## config.mk

```make
export PLATFORM = sky130hd
export DESIGN_NAME = mfp_irq_ctrl
export DESIGN_NICKNAME = d
export VERILOG_FILES = /design/src/rtl/mfp_irq_ctrl.sv
export SDC_FILE = /design/constraint.sdc
export NUM_CORES = 1
export LEC_CHECK = 0
export BUFFER_PORTS_ARGS = -buffer_cell sky130_fd_sc_hd__buf_2
export CAP_MARGIN = 20
export CORE_MARGIN = 1
export CORE_UTILIZATION = 39
export CTS_CLUSTER_SIZE = 14
export DETAILED_ROUTE_END_ITERATION = 12
export GPL_TIMING_DRIVEN = 0
export HOLD_SLACK_MARGIN = 0.15
export SYNTH_ARGS = -nofsm -noshare
export SYNTH_HDL_FRONTEND = slang
export SYNTH_SLANG_ARGS = --single-unit
```

## constraint.sdc

```tcl
create_clock -name CLK -period 3.4 [get_ports CLK]
set_clock_uncertainty 0.15 [all_clocks]
set_input_delay 0.68 -clock CLK [delete_from_list [all_inputs] [get_ports CLK]]
set_output_delay 0.68 -clock CLK [all_outputs]
set_load 0.02 [all_outputs]
```

## src/rtl/mfp_irq_ctrl.sv

```systemverilog
// mfp_irq_ctrl: 16-channel MFP68901-style interrupt controller (IER/IPR/ISR/IMR/VR,
// priority resolution, registered IRQ_N, IACK vector handshake).
module mfp_irq_ctrl #(
    parameter logic [7:0] SPURIOUS_VEC = 8'h18
) (
    input  logic        CLK,
    input  logic        RST,
    input  logic [3:0]  ADDR,
    input  logic        DAT_WE,
    input  logic [7:0]  DAT_I,
    output logic [7:0]  DAT_O,
    input  logic [15:0] IRQ_SRC,
    input  logic        IACK,
    output logic        IRQ_N,
    output logic [7:0]  VEC_O,
    output logic        VEC_VALID
);
    typedef enum logic {IDLE, ACK} state_t;

    state_t      state_q, state_d;
    logic [15:0] ier_q, ier_d, ipr_q, ipr_d, isr_q, isr_d, imr_q, imr_d;
    logic [7:0]  vr_q, vr_d, vec_q, vec_d;
    logic        irq_n_q, vld_q, vld_d, iack_q;
    logic [15:0] elig, oh, msk_a, msk_b;
    logic [3:0]  cand;
    logic        found, blk, valid, take, hit;
    logic [8:0]  we;

    always_comb begin
        elig = ipr_q & imr_q;
        cand = 4'd0;
        found = 1'b0;
        for (int i = 0; i < 16; i++) begin
            if (elig[i]) begin
                cand = 4'(i);
                found = 1'b1;
            end
        end
        // in-service channels block themselves and everything below them
        blk = 1'b0;
        for (int i = 0; i < 16; i++) begin
            if (i >= int'(cand) && isr_q[i]) blk = 1'b1;
        end
        valid = found && !(vr_q[3] && blk);
        take = (state_q == IDLE) && IACK && !iack_q;
        hit = take && valid;
        oh = 16'h1 << cand;
        for (int i = 0; i < 9; i++) we[i] = DAT_WE && (ADDR == 4'(i));
        msk_a = {DAT_I, 8'hff};
        msk_b = {8'hff, DAT_I};
        ier_d = ier_q;
        if (we[0]) ier_d[15:8] = DAT_I;
        if (we[1]) ier_d[7:0] = DAT_I;
        imr_d = imr_q;
        if (we[6]) imr_d[15:8] = DAT_I;
        if (we[7]) imr_d[7:0] = DAT_I;
        vr_d = we[8] ? DAT_I : vr_q;
        // clears first, then sets, so pulses and acks win over writes
        ipr_d = (ipr_q & ((we[0] || we[2]) ? msk_a : 16'hffff)
                       & ((we[1] || we[3]) ? msk_b : 16'hffff)
                       & (hit ? ~oh : 16'hffff)) | (IRQ_SRC & ier_d);
        isr_d = (isr_q & (we[4] ? msk_a : 16'hffff)
                       & (we[5] ? msk_b : 16'hffff)
                       & ((we[8] && !DAT_I[3]) ? 16'h0 : 16'hffff))
              | ((hit && vr_q[3]) ? oh : 16'h0);
        state_d = state_q;
        vld_d = vld_q;
        vec_d = vec_q;
        if (take) begin
            state_d = ACK;
            vld_d = 1'b1;
            vec_d = valid ? {vr_q[7:4], cand} : SPURIOUS_VEC;
        end else if (state_q == ACK && !IACK) begin
            state_d = IDLE;
            vld_d = 1'b0;
        end
    end

    always_ff @(posedge CLK) begin
        if (RST) begin
            state_q <= IDLE;
            ier_q <= 16'h0;
            ipr_q <= 16'h0;
            isr_q <= 16'h0;
            imr_q <= 16'h0;
            vr_q <= 8'h0;
            vec_q <= 8'h0;
            vld_q <= 1'b0;
            irq_n_q <= 1'b1;
            iack_q <= 1'b0;
        end else begin
            state_q <= state_d;
            ier_q <= ier_d;
            ipr_q <= ipr_d;
            isr_q <= isr_d;
            imr_q <= imr_d;
            vr_q <= vr_d;
            vec_q <= vec_d;
            vld_q <= vld_d;
            irq_n_q <= ~valid;
            iack_q <= IACK;
        end
    end

    always_comb begin
        case (ADDR)
            4'd0: DAT_O = ier_q[15:8];
            4'd1: DAT_O = ier_q[7:0];
            4'd2: DAT_O = ipr_q[15:8];
            4'd3: DAT_O = ipr_q[7:0];
            4'd4: DAT_O = isr_q[15:8];
            4'd5: DAT_O = isr_q[7:0];
            4'd6: DAT_O = imr_q[15:8];
            4'd7: DAT_O = imr_q[7:0];
            4'd8: DAT_O = vr_q;
            default: DAT_O = 8'h00;
        endcase
    end

    assign IRQ_N = irq_n_q;
    assign VEC_O = vec_q;
    assign VEC_VALID = vld_q;
endmodule

```

==> impl_metrics.ini <==
[status]
status = finished clean

[hold_path]
hold_class = reg2reg

[floorplanning]
core_um2 = 11500
io_pins = 50
die_h_um = 111
die-area_um2 = 12300
num_rows = 39
die_w_um = 111
initial_core_util = 0.402

[yosys]
yosys_most_used_dff = dfxtp_1
yosysUniqueCellTypes = 71
yosysWarnings = 0
ys_seq_area_frac = 0.361
synth_commonest_cells = 83 x dfxtp_1, 58 x nor2_1, 53 x nand2_1
synth.area.top_cells = dfxtp_1 36%, mux2i_1 7.0%, nor2_1 4.7%
async_flop_share = 0
synthCells = 543
synth.most_common_cell = dfxtp_1
yosys.area.top_type_share = 0.361
synth_edf_count = 0
avgSynthCellArea_um2 = 8.49
syn-num-nets = 575
yosys.area.top_type = dfxtp_1
synth_seq_cells = 83
netlist_area_um2 = 4610

[layout]
antenna_cells = 0
layout-drive-gt1-share = 0.159
finalNetCount = 624
syn2layout_area_growth_pct = 14.1
final_util = 0.459
fin_cells = 739

[critical_path]
endpoint_kind = output port
max_stage_delay_ns = 0.37
critPathLaunchType = input pin
path_cells = clkbuf_1 > nor3_1 > and2_1 > clkbuf_1 > clkbuf_2 > a221oi_1 > nand3_1 > buf_2
cp_top_family = buffers and inverters
critical_path.max_fanout = 10
path_common_cell = clkbuf_1
cpMaxStageDelayCell = a221oi_1
path_buf_inv = 4
worstPathArrival_ns = 2.48
path_class = in2out
crit_required_ns = 2.57

[drt]
vias = 4679
wl_per_cell_um = 23.5
ant_nets = 0
drtIter0Drc = 412
first_pass_iters = 6
avgViaCountPerCell = 6.33
wl_um = 17400
drc = 0

[clocking]
cts_hold_buf = 0
clk-insertion-delay-late_ns = 0.35
cts_setup_buffers = 0
cts.clk_slew.worst_paths_ns = 0.06
cts_max_level = 3
cts_buffer_depth = 2
cts_made_buffers = 9
root_buffer = clkbuf_16
clock_sinks = 83
cts_tree = built

[sta]
hold_violations = 0
min_period_ns = 3.31
fin_ws_ns = 0.0860
maxSlewViolCount = 0
max_clock_freq_ghz = 0.302
finalSetupViolations = 0
relSlewSlack = 0.445
period_share = 0.975
worst_slew_pin_slew_ns = 0.822
rsz0062_at_grt = true

[placed_design]
gp_congestion = 0.943
place.port_buffers = 37
dp_cells = 724
hpwl_um = 13000
post-place-ws_ns = -0.0802

[global_route]
antenna_found_initial = 0
grt_pass1_wl_um = 25800
grt.overflow.total = 0
grt_use_total = 0.281
grt_max_degree = 14
grt_pass1_vias = 4462

[power]
p_leak_nw = 2.02
power_density_nw_per_um2 = 392
power_mw = 2.06
ir_drop_uv = 207

[flow_run]
maxCapViolCount = 0
path summary, 6_finish.rpt:
check | startpoint | to | slack, ns | depth (start not counted)
worst max-delay path | ADDR[2] | DAT_O[6] | 0.09 | 8
worst min-delay path | iack_q$_SDFF_PP0_ | VEC_VALID$_SDFFE_PP0P_ | 0.30 | 1
worst max register to register | ipr_q[4]$_SDFF_PP0_ | ipr_q[3]$_SDFF_PP0_ | 0.43 | 8
worst min register to register | iack_q$_SDFF_PP0_ | VEC_VALID$_SDFFE_PP0P_ | 0.30 | 1
repair_timing:
action                                  in CTS  in global routing
endpoints found under the setup margin       7                  5
gates resized for setup                      2                  3
hold endpoints to repair                     0                  0
placed cells by master (no fill, tap or decap), types with 3 or more instances in the layout:
master / synthesis / final
buf_6: 3 / 3
nor3_1: 10 / 10
o21ai_0: 27 / 27
a22oi_1: 18 / 18
nor2b_1: 10 / 10
o211ai_1: 17 / 17
inv_1: 8 / 8
o221ai_1: 4 / 4
nor2_1: 58 / 58
o31ai_1: 3 / 3
a221oi_1: 8 / 7
and2_1: 6 / 6
nand3_1: 27 / 27
a21oi_1: 26 / 26
buf_2: 3 / 41
clkbuf_16: 0 / 9
a31o_2: 3 / 3
nand3b_1: 7 / 7
clkinv_2: 0 / 3
o21ai_1: 4 / 4
clkbuf_1: 34 / 34
nor4_1: 7 / 7
dfxtp_1: 83 / 83
a22o_1: 6 / 6
nand2_1: 53 / 53
mux2i_1: 32 / 32
nand2b_1: 4 / 4
a31oi_1: 4 / 4
o41ai_1: 12 / 12
or3_1: 4 / 4
or2_2: 5 / 5
nor3b_1: 4 / 4
per-layer routing:
metal	GRT usage	vias up	wire [um]
li1	-	2137	-
met1	0.362	2232	7280
met2	0.437	253	7830
met3	0.0525	57	1360
met4	0.165	0	897
met5	0	-	0
state kept, by name (all words and copies together), names as in the netlist:
| register | cells |
|---|---|
| imr_q | 16 |
| vr_q | 8 |
| VEC_VALID | 1 |
| ipr_q | 16 |
| IRQ_N | 1 |
| VEC_O | 8 |
| iack_q | 1 |
| ier_q | 16 |
| isr_q | 16 |
where the power goes:
part | total (mW) | internal [mW] | switching (mW)
sequential | 1.01 | 0.987 | 0.0187
combinational | 0.154 | 0.0452 | 0.108
clock | 0.901 | 0.488 | 0.413
stage by stage:
stage | instance area [um2] | hold WS, ns | TNS, ns
3_3_place_gp | 4970 | 0.279 | -1.26
4_1_cts | 5250 | 0.305 | 0
5_1_grt | 5260 | 0.331 | -0.00988
2_1_floorplan | 4610 | 0.269 | 0
3_5_place_dp | 4980 | 0.296 | -0.419
6_report | 5260 | 0.300 | 0
cells by family (layout without fill, tap and decap cells):
family                 after synthesis  after routing  share of synthesized area
AOI/OAI and AO/OA                  164            164                      0.286
buffers and inverters               51            104                     0.0481
DFF                                 83             83                      0.361
muxes                               33             33                     0.0744
and+or+nand+nor                    212            212                      0.231
area by class of cell:
| cell class | count | area [um2] |
|---|---|---|
| repair buffers | 38 | 196 |
| fillers | 1160 | 6210 |
| well taps | 143 | 179 |
| plain buffers | 43 | 194 |
| flip-flops and latches | 83 | 1660 |
| multi-input cells | 409 | 2740 |
| clock buffers | 10 | 229 |
| clock inverters | 5 | 31.3 |
| inverters | 8 | 30.0 |
(Power assumes the default switching activity.)
